--- config.mk ---
export PLATFORM = sky130hd
export DESIGN_NAME = inv_pipeline_flat
export DESIGN_NICKNAME = d
export VERILOG_FILES = /design/src/rtl/inv_pipeline_if.sv /design/src/rtl/inv_pipeline.sv /design/src/flat_wrapper.sv
export SDC_FILE = /design/constraint.sdc
export NUM_CORES = 1
export LEC_CHECK = 0
export ABC_AREA = 1
export ABC_CLOCK_PERIOD_IN_PS = 2610
export BUFFER_PORTS_ARGS = -buffer_cell sky130_fd_sc_hd__buf_2
export CAP_MARGIN = 0
export CORE_UTILIZATION = 46
export CTS_BUF_LIST = sky130_fd_sc_hd__clkbuf_2
export DETAILED_ROUTE_END_ITERATION = 10
export GPL_TIMING_DRIVEN = 0
export PLACE_DENSITY = 0.7
export SKIP_LAST_GASP = 1
export SYNTH_ARGS = -nofsm -noshare
export SYNTH_HDL_FRONTEND = slang
export SYNTH_SLANG_ARGS = --single-unit
--- constraint.sdc ---
create_clock -name clk -period 2.61 [get_ports clk]
set_input_delay 0.3915 -clock clk [delete_from_list [all_inputs] [get_ports clk]]
set_output_delay 0.3915 -clock clk [all_outputs]
set_load 0.1 [all_outputs]
--- src/rtl/inv_pipeline_if.sv ---
// Handshake bundle for inv_pipeline: input word/mode/mask channel and output word channel.
// master = source/sink side, slave = the inverter pipeline itself.
interface inv_pipeline_if #(
  parameter int WIDTH = 8
);
  logic [WIDTH-1:0] inp;
  logic             in_valid;
  logic             in_ready;
  logic [1:0]       mode;
  logic [WIDTH-1:0] mask;
  logic             mask_load;
  logic [WIDTH-1:0] op;
  logic             out_valid;
  logic             out_ready;

  modport master (
    output inp, in_valid, mode, mask, mask_load, out_ready,
    input  in_ready, op, out_valid
  );

  modport slave (
    input  inp, in_valid, mode, mask, mask_load, out_ready,
    output in_ready, op, out_valid
  );
endinterface

--- src/rtl/inv_pipeline.sv ---
// Registered, mode-selectable inverter bank behind a DEPTH-stage elastic valid/ready pipeline.
// Define INV_PIPELINE_BLINK_EN to build the blink generator; otherwise mode 11 equals mode 10.
module inv_pipeline #(
  parameter int WIDTH  = 8,
  parameter int DEPTH  = 2,
  parameter int PERIOD = 4
) (
  input  logic           clk,
  input  logic           rst_n,
  inv_pipeline_if.slave  bus
);

  logic [WIDTH-1:0] r_mask;
  logic             w_phase;
  logic [WIDTH-1:0] w_xform;

  logic [DEPTH-1:0] r_vld;
  logic [WIDTH-1:0] r_data [DEPTH];
  logic [DEPTH-1:0] w_ready;
  logic [DEPTH-1:0] w_vin;
  logic [WIDTH-1:0] w_din  [DEPTH];

  function automatic logic [WIDTH-1:0] xform(
    input logic [1:0]       m,
    input logic [WIDTH-1:0] d,
    input logic [WIDTH-1:0] msk,
    input logic             ph
  );
    case (m)
      2'b00:   xform = d;
      2'b01:   xform = ~d;
      2'b10:   xform = d ^ msk;
      default: xform = d ^ (msk & {WIDTH{ph}});
    endcase
  endfunction

`ifdef INV_PIPELINE_BLINK_EN
  localparam int CNT_W = (PERIOD > 1) ? $clog2(PERIOD) : 1;

  logic [CNT_W-1:0] r_cnt;
  logic             r_phase;

  always_ff @(posedge clk or negedge rst_n) begin
    if (!rst_n) begin
      r_cnt   <= '0;
      r_phase <= 1'b0;
    end else if (r_cnt == CNT_W'(PERIOD - 1)) begin
      r_cnt   <= '0;
      r_phase <= ~r_phase;
    end else begin
      r_cnt   <= r_cnt + 1'b1;
    end
  end

  assign w_phase = r_phase;
`else
  // Phase pinned high makes mode 11 select the full mask, identical to mode 10.
  assign w_phase = 1'b1;
`endif

  // Words accepted in a mask_load cycle still see the old mask (NBA ordering).
  always_ff @(posedge clk or negedge rst_n) begin
    if (!rst_n) begin
      r_mask <= '1;
    end else if (bus.mask_load) begin
      r_mask <= bus.mask;
    end
  end

  assign w_xform = xform(bus.mode, bus.inp, r_mask, w_phase);

  // Stage k may move when any stage from k to the tail has a bubble, or the sink pops.
  always_comb begin
    for (int k = 0; k < DEPTH; k++) begin
      w_ready[k] = bus.out_ready;
      for (int j = k; j < DEPTH; j++) begin
        if (!r_vld[j]) w_ready[k] = 1'b1;
      end
    end
  end

  always_comb begin
    w_vin    = '0;
    w_vin[0] = bus.in_valid;
    w_din[0] = w_xform;
    for (int k = 1; k < DEPTH; k++) begin
      w_vin[k] = r_vld[k-1];
      w_din[k] = r_data[k-1];
    end
  end

  // Stage registers s0..s(DEPTH-1); data only loads under a valid word so bubbles never touch op.
  always_ff @(posedge clk or negedge rst_n) begin
    if (!rst_n) begin
      r_vld <= '0;
      for (int k = 0; k < DEPTH; k++) r_data[k] <= '0;
    end else begin
      for (int k = 0; k < DEPTH; k++) begin
        if (w_ready[k]) begin
          r_vld[k] <= w_vin[k];
          if (w_vin[k]) r_data[k] <= w_din[k];
        end
      end
    end
  end

  assign bus.in_ready  = w_ready[0];
  assign bus.op        = r_data[DEPTH-1];
  assign bus.out_valid = r_vld[DEPTH-1];

endmodule

--- src/flat_wrapper.sv ---
// flat-port wrapper written by rule: the top's interface ports become plain ports
module inv_pipeline_flat 
#(
  parameter int WIDTH  = 8,
  parameter int DEPTH  = 2,
  parameter int PERIOD = 4
)
  (clk, rst_n, bus_inp, bus_in_valid, bus_mode, bus_mask, bus_mask_load, bus_out_ready, bus_in_ready, bus_op, bus_out_valid);
  inv_pipeline_if #(.WIDTH(WIDTH)) bus_i ();
  input  logic clk;
  input  logic rst_n;
  input wire logic [$bits(bus_i.inp)-1:0] bus_inp;
  input wire logic [$bits(bus_i.in_valid)-1:0] bus_in_valid;
  input wire logic [$bits(bus_i.mode)-1:0] bus_mode;
  input wire logic [$bits(bus_i.mask)-1:0] bus_mask;
  input wire logic [$bits(bus_i.mask_load)-1:0] bus_mask_load;
  input wire logic [$bits(bus_i.out_ready)-1:0] bus_out_ready;
  output wire logic [$bits(bus_i.in_ready)-1:0] bus_in_ready;
  output wire logic [$bits(bus_i.op)-1:0] bus_op;
  output wire logic [$bits(bus_i.out_valid)-1:0] bus_out_valid;
  assign bus_i.inp = bus_inp;
  assign bus_i.in_valid = bus_in_valid;
  assign bus_i.mode = bus_mode;
  assign bus_i.mask = bus_mask;
  assign bus_i.mask_load = bus_mask_load;
  assign bus_i.out_ready = bus_out_ready;
  assign bus_in_ready = bus_i.in_ready;
  assign bus_op = bus_i.op;
  assign bus_out_valid = bus_i.out_valid;
  inv_pipeline #(.WIDTH(WIDTH), .DEPTH(DEPTH), .PERIOD(PERIOD)) u_core (.clk(clk), .rst_n(rst_n), .bus(bus_i));
endmodule
-- After elaboration in Yosys (flattened, before gate mapping)
Index checks and enable logic that the tools add are counted.
- bits in registers: 26
- bits of input ports: 23
- output and inout bits: 10
- word-level logic and storage cells: 15
- equal/unequal tests: 1
- multiplexer cells: 4
- bitwise operators: 2
- reductions and logical operators: 3
- operators with widths (operator ; count):
    8-bit one-hot mux with 2 select lines ; 1
    8-bit inverter ; 1
    8-bit bitwise XOR ; 1
    2-bit AND reduction ; 2
    1-bit 2-to-1 mux ; 3
    2-bit by 1-bit == test with 1-bit output, second input constant ; 1
    2-bit zero test ; 1

-- Longest topological paths before layout
- depth in word-level cells: 3
- gate-level depth with buffers: 8
- depth with buffers taken out: 6

-- Worst setup path before layout
OpenSTA, ideal clock, no wires.
- kind: reg2reg
- start point: register u_core.r_vld[1]
- end point: register u_core.r_data[10] in the netlist's numbering
- library setup time: 0.117 ns
- arrival time: 1.887 ns
- required time: 2.493 ns
- slack: 0.606 ns
- cell stages (with the launch flop): 6
- buffers on the path: 0
- period minus slack after synthesis: 2.004 ns
- cell sequence: dfrtp_1 > nand3_4 > nand2_4 > inv_6 > nand3_1 > nand2_1
- word-level cells in the longest chain between the ends: 2
- RTL lines (element ; line ; RTL):
    start: declaration ; inv_pipeline.sv:17 ; logic [DEPTH-1:0] r_vld;
    start signal: indexed assignment ; inv_pipeline.sv:100 ; r_vld[k] <= w_vin[k];
    1-bit 2-to-1 mux ; inv_pipeline.sv:77 ; if (!r_vld[j]) w_ready[k] = 1'b1;
    named net bus_in_ready ; flat_wrapper.sv:18 ; output wire logic [$bits(bus_i.in_ready)-1:0] bus_in_ready;
    2-bit AND reduction (no line) ; - ;
    end signal: indexed assignment ; inv_pipeline.sv:101 ; if (w_vin[k]) r_data[k] <= w_din[k];
    end: declaration ; inv_pipeline.sv:18 ; logic [WIDTH-1:0] r_data [DEPTH];
The timed path passes the listed nets, and every way through them passes these cells.
A chain may end at the register's enable or synchronous reset.

-- Worst setup path in the final report
- start point: register u_core.r_vld[0]
- end point: output bus_in_ready
- word-level cells in the longest chain between the ends: 2
- RTL lines (element ; line):
    1-bit 2-to-1 mux (2 in series) ; inv_pipeline.sv:77
    end: declaration ; flat_wrapper.sv:18
Every way passes these cells.

==> metrics.md <==
| Metric | Value |
|---|---|
| Status | finished, final reports clean |
| Combinational group share of total power | 44.2% |
| First-pass GRT wire length | 4.44 mm |
| Switching Share | 45.3% |
| Cells after Synth | 161 |
| Leakage dissipation | around 0.9 nW |
| Half-perimeter wire length of the detailed placement result | ~1.9 mm |
| Int Pwr | 0.770 mW |
| DRT Pass-1 Iters | 4 |
| Pre-CTS worst setup slack | around 1200 ps |
| Nets | 221 |
| Overall die area | 3110 µm² |
| Proportion of power drawn by the clock network | 18.3% |
| Classification of the worst-slack hold path | input port to flip-flop |
| Via count of the first global-routing pass | 1101 |
| Initial core utilization | approximately half |
| Clock-pin slew reported for the worst setup and hold paths after clock tree synthesis | around 260 ps |
| Number of buffers created by CTS | 3 |
| Global route total overflow | 0 |
| FF+latch count, synth | 26 |
| Antenna Diode Count | 0 |
| Type of element launching the critical path | flip-flop |
| Kind of capture point of the worst setup path | output pin |
| Number of nets with antenna violations after routing | 0 |
| Net Switching | 0.638 mW |
| Final number of max-transition violations | 0 |
| Distinct cells, synth | 17 |
| Initial DRC count | 10 |
| Worst hold start | bus_mask[7] |
| Total Wirelength | between 2 and 2.5 mm |
| Number of buffers between clock root and the deepest sink | 2 |
| Reg2reg end | u_core.r_data[15]$_DFFE_PN0P_ |
| Site row count | 19 |
| Warning count from the yosys run | 0 |
| Root buffer cell | sky130_fd_sc_hd__clkbuf_2 |
| Setup repair after global routing missed its margin | false |
| Worst clock skew | ~7 ps |
| Worst Path Class, Setup | flip-flop to output pin |
| Min cycle time layout | 1890 ps |
| Routed length per placed instance | 10.6 µm |
| Seq/Total Area, Yosys | about half |
| Fraction of layout instances using a drive strength above 1 | between 30% and 40% |
| Largest net degree at the start of global routing | 27 |
| Hold violation total from the final report | 0 |
| Max rail drop VDD | between 0.0007 and 0.0008 V |
| Final setup violation count | 0 |
| Count of max-cap constraint violations | 0 |
| Deepest level of the CTS H-tree | 1 |
| Routability congestion estimate | 0.772 |
| Crit path DAT | 1500 ps |
| Antenna violations before repair | 0 |
| Placed Cells incl. Taps | 223 |
| Startpoint of the worst-slack reg-to-reg timing path | u_core.r_vld[0]$_DFFE_PN0P_ |
| Leading cell types in the layout, fill and taps excluded | sky130_fd_sc_hd__nand2_1 (64), sky130_fd_sc_hd__buf_2 (32), sky130_fd_sc_hd__nand3_1 (24) |
| Area of all placed cells without fillers | 1580 µm² |
| Filler-free cell count of the finished design | 228 |
| Die H | about 56 µm |
| Area of the mapped netlist | 1330 µm² |
| Via count normalized by instance count | between 4 and 5 |
| Cell depth of the worst min-delay path | 3 |
| Hold Path End | u_core.r_mask[7]$_DFFE_PN1P_ |
| Critical path fanouts, max | 10 |
| Critical path startpoint | u_core.r_vld[0]$_DFFE_PN0P_ |
| Rel. slew slack | 62.7% |
| DP Area | approximately 1500 µm² |
| R2r setup slk | between 1500 and 2000 ps |
| Average cell area after synthesis | 8.27 µm² |
| Port Buffers | 31 |
| Clock latency at the later pin of the worst-skew pair | 350 ps |
| DR vias | 1086 |
| Post-CTS Resized | 0 |
| Overall global routing resource usage | 18.1% |
| Die outline width | 55.8 µm |
| Most common library cell in the layout ignoring fill and taps | sky130_fd_sc_hd__nand2_1 |
| Setup Total Neg Slack | 0 ps |
| Areal power density over the cells | 891 nW/µm² |
| Final-layout worst hold slack | 189 ps |
| Peak Freq | 0.529 GHz |
| Part of the power in registers | 37.6% |
| Area grow syn2layout | 18.7% |
| Synthesized net count | about 180 |
| CP required | 2220 ps |
| Reg2reg path depth | 6 |
| CTS tree | built |
| Setup ws final | roughly 700 ps |
| Number of primary I/O pins | 33 |
| Actual slew at the worst max-slew pin | 559 ps |
| Core footprint | around 2800 µm² |
| DRC | 0 |
| TritonCTS Sinks | 26 |
| Period utilisation layout | 72.5% |
==> cell usage after synthesis <==
cell | n | area, µm²
sky130_fd_sc_hd__buf_12 | 1 | 20.0
sky130_fd_sc_hd__buf_2 | 1 | 5.00
sky130_fd_sc_hd__buf_4 | 9 | 67.6
sky130_fd_sc_hd__buf_6 | 1 | 11.3
sky130_fd_sc_hd__dfrtp_1 | 18 | 450
sky130_fd_sc_hd__dfstp_2 | 8 | 210
sky130_fd_sc_hd__inv_1 | 16 | 60.1
sky130_fd_sc_hd__inv_2 | 1 | 3.75
sky130_fd_sc_hd__inv_6 | 2 | 17.5
sky130_fd_sc_hd__inv_8 | 1 | 11.3
sky130_fd_sc_hd__nand2_1 | 64 | 240
sky130_fd_sc_hd__nand2_2 | 4 | 25.0
sky130_fd_sc_hd__nand2_4 | 1 | 11.3
sky130_fd_sc_hd__nand2_8 | 1 | 20.0
sky130_fd_sc_hd__nand3_1 | 24 | 120
sky130_fd_sc_hd__nand3_4 | 1 | 17.5
sky130_fd_sc_hd__o21ai_1 | 8 | 40.0
==> stage by stage <==
| stage | total power [mW] | util (%) |
|---|---|---|
| floorplan | 1.06 | - |
| global placement | 1.15 | 55.3 |
| detailed placement | 1.16 | 55.3 |
| CTS | 1.42 | 57.3 |
| global route | 1.48 | 57.3 |
| finish | 1.41 | 57.3 |
==> kinds of logic (layout without fill, tap and decap cells) <==
logic type      after synthesis  after routing  share of synthesized area [%]
flops                        26             26                           49.6
compound gates                8              8                           3.01
buf+inv                      32             68                           14.8
simple gates                 95             95                           32.6
==> state kept, by name (all words and copies together), names as in the netlist <==
register,cells
u_core.bus.op,8
u_core.r_data,8
u_core.r_mask,8
u_core.r_vld,2
==> how the worst max path moves through the flow <==
| stage | cells past startpoint | to | slack [ps] |
|---|---|---|---|
| 6_report | 3 | bus_in_ready | 720 |
| 5_1_grt | 3 | bus_in_ready | 620 |
| 4_1_cts | 3 | bus_in_ready | 690 |
| 3_5_place_dp | 3 | bus_in_ready | 1160 |
| 3_3_place_gp | 3 | bus_in_ready | 1180 |
| 2_1_floorplan | 5 | u_core.r_data[10]$_DFFE_PN0P_ | 610 |
==> power by group through the flow <==
stage | sequential [mW] | combinational [mW] | clock [mW]
5_1_grt | 0.539 | 0.661 | 0.281
2_1_floorplan | 0.550 | 0.512 | 0
6_report | 0.529 | 0.622 | 0.257
4_1_cts | 0.530 | 0.628 | 0.264
3_5_place_dp | 0.537 | 0.626 | 0
3_3_place_gp | 0.533 | 0.617 | 0
==> per-layer routing <==
metal	part of all wire, %	global-route usage, %
met5	0	0
met4	1.1	9.29
met3	2.8	1.40
met2	52	33.2
met1	44	21.0
==> worst max-delay path: stages, from the launching register on <==
cell,delay (ps)
sky130_fd_sc_hd__dfrtp_1,430
sky130_fd_sc_hd__buf_4,180
sky130_fd_sc_hd__nand3_4,110
sky130_fd_sc_hd__buf_2,440
==> area by class of cell <==
cell class / instances / area (µm²)
Clock inverter: 1 / 30.0
Tap cell: 31 / 38.8
Clock buffer: 3 / 15.0
Multi-Input combinational cell: 103 / 474
Inverter: 20 / 92.6
Buffer: 12 / 104
Sequential cell: 26 / 661
Timing Repair Buffer: 32 / 165
Fill cell: 275 / 1180
==> what timing repair did <==
action	in CTS	in global routing
buffers inserted	0	0
hold endpoints to repair	18	0
setup endpoints to repair	0	0
hold buffers	1	0
No activity file was read; power rests on OpenSTA's default activity.
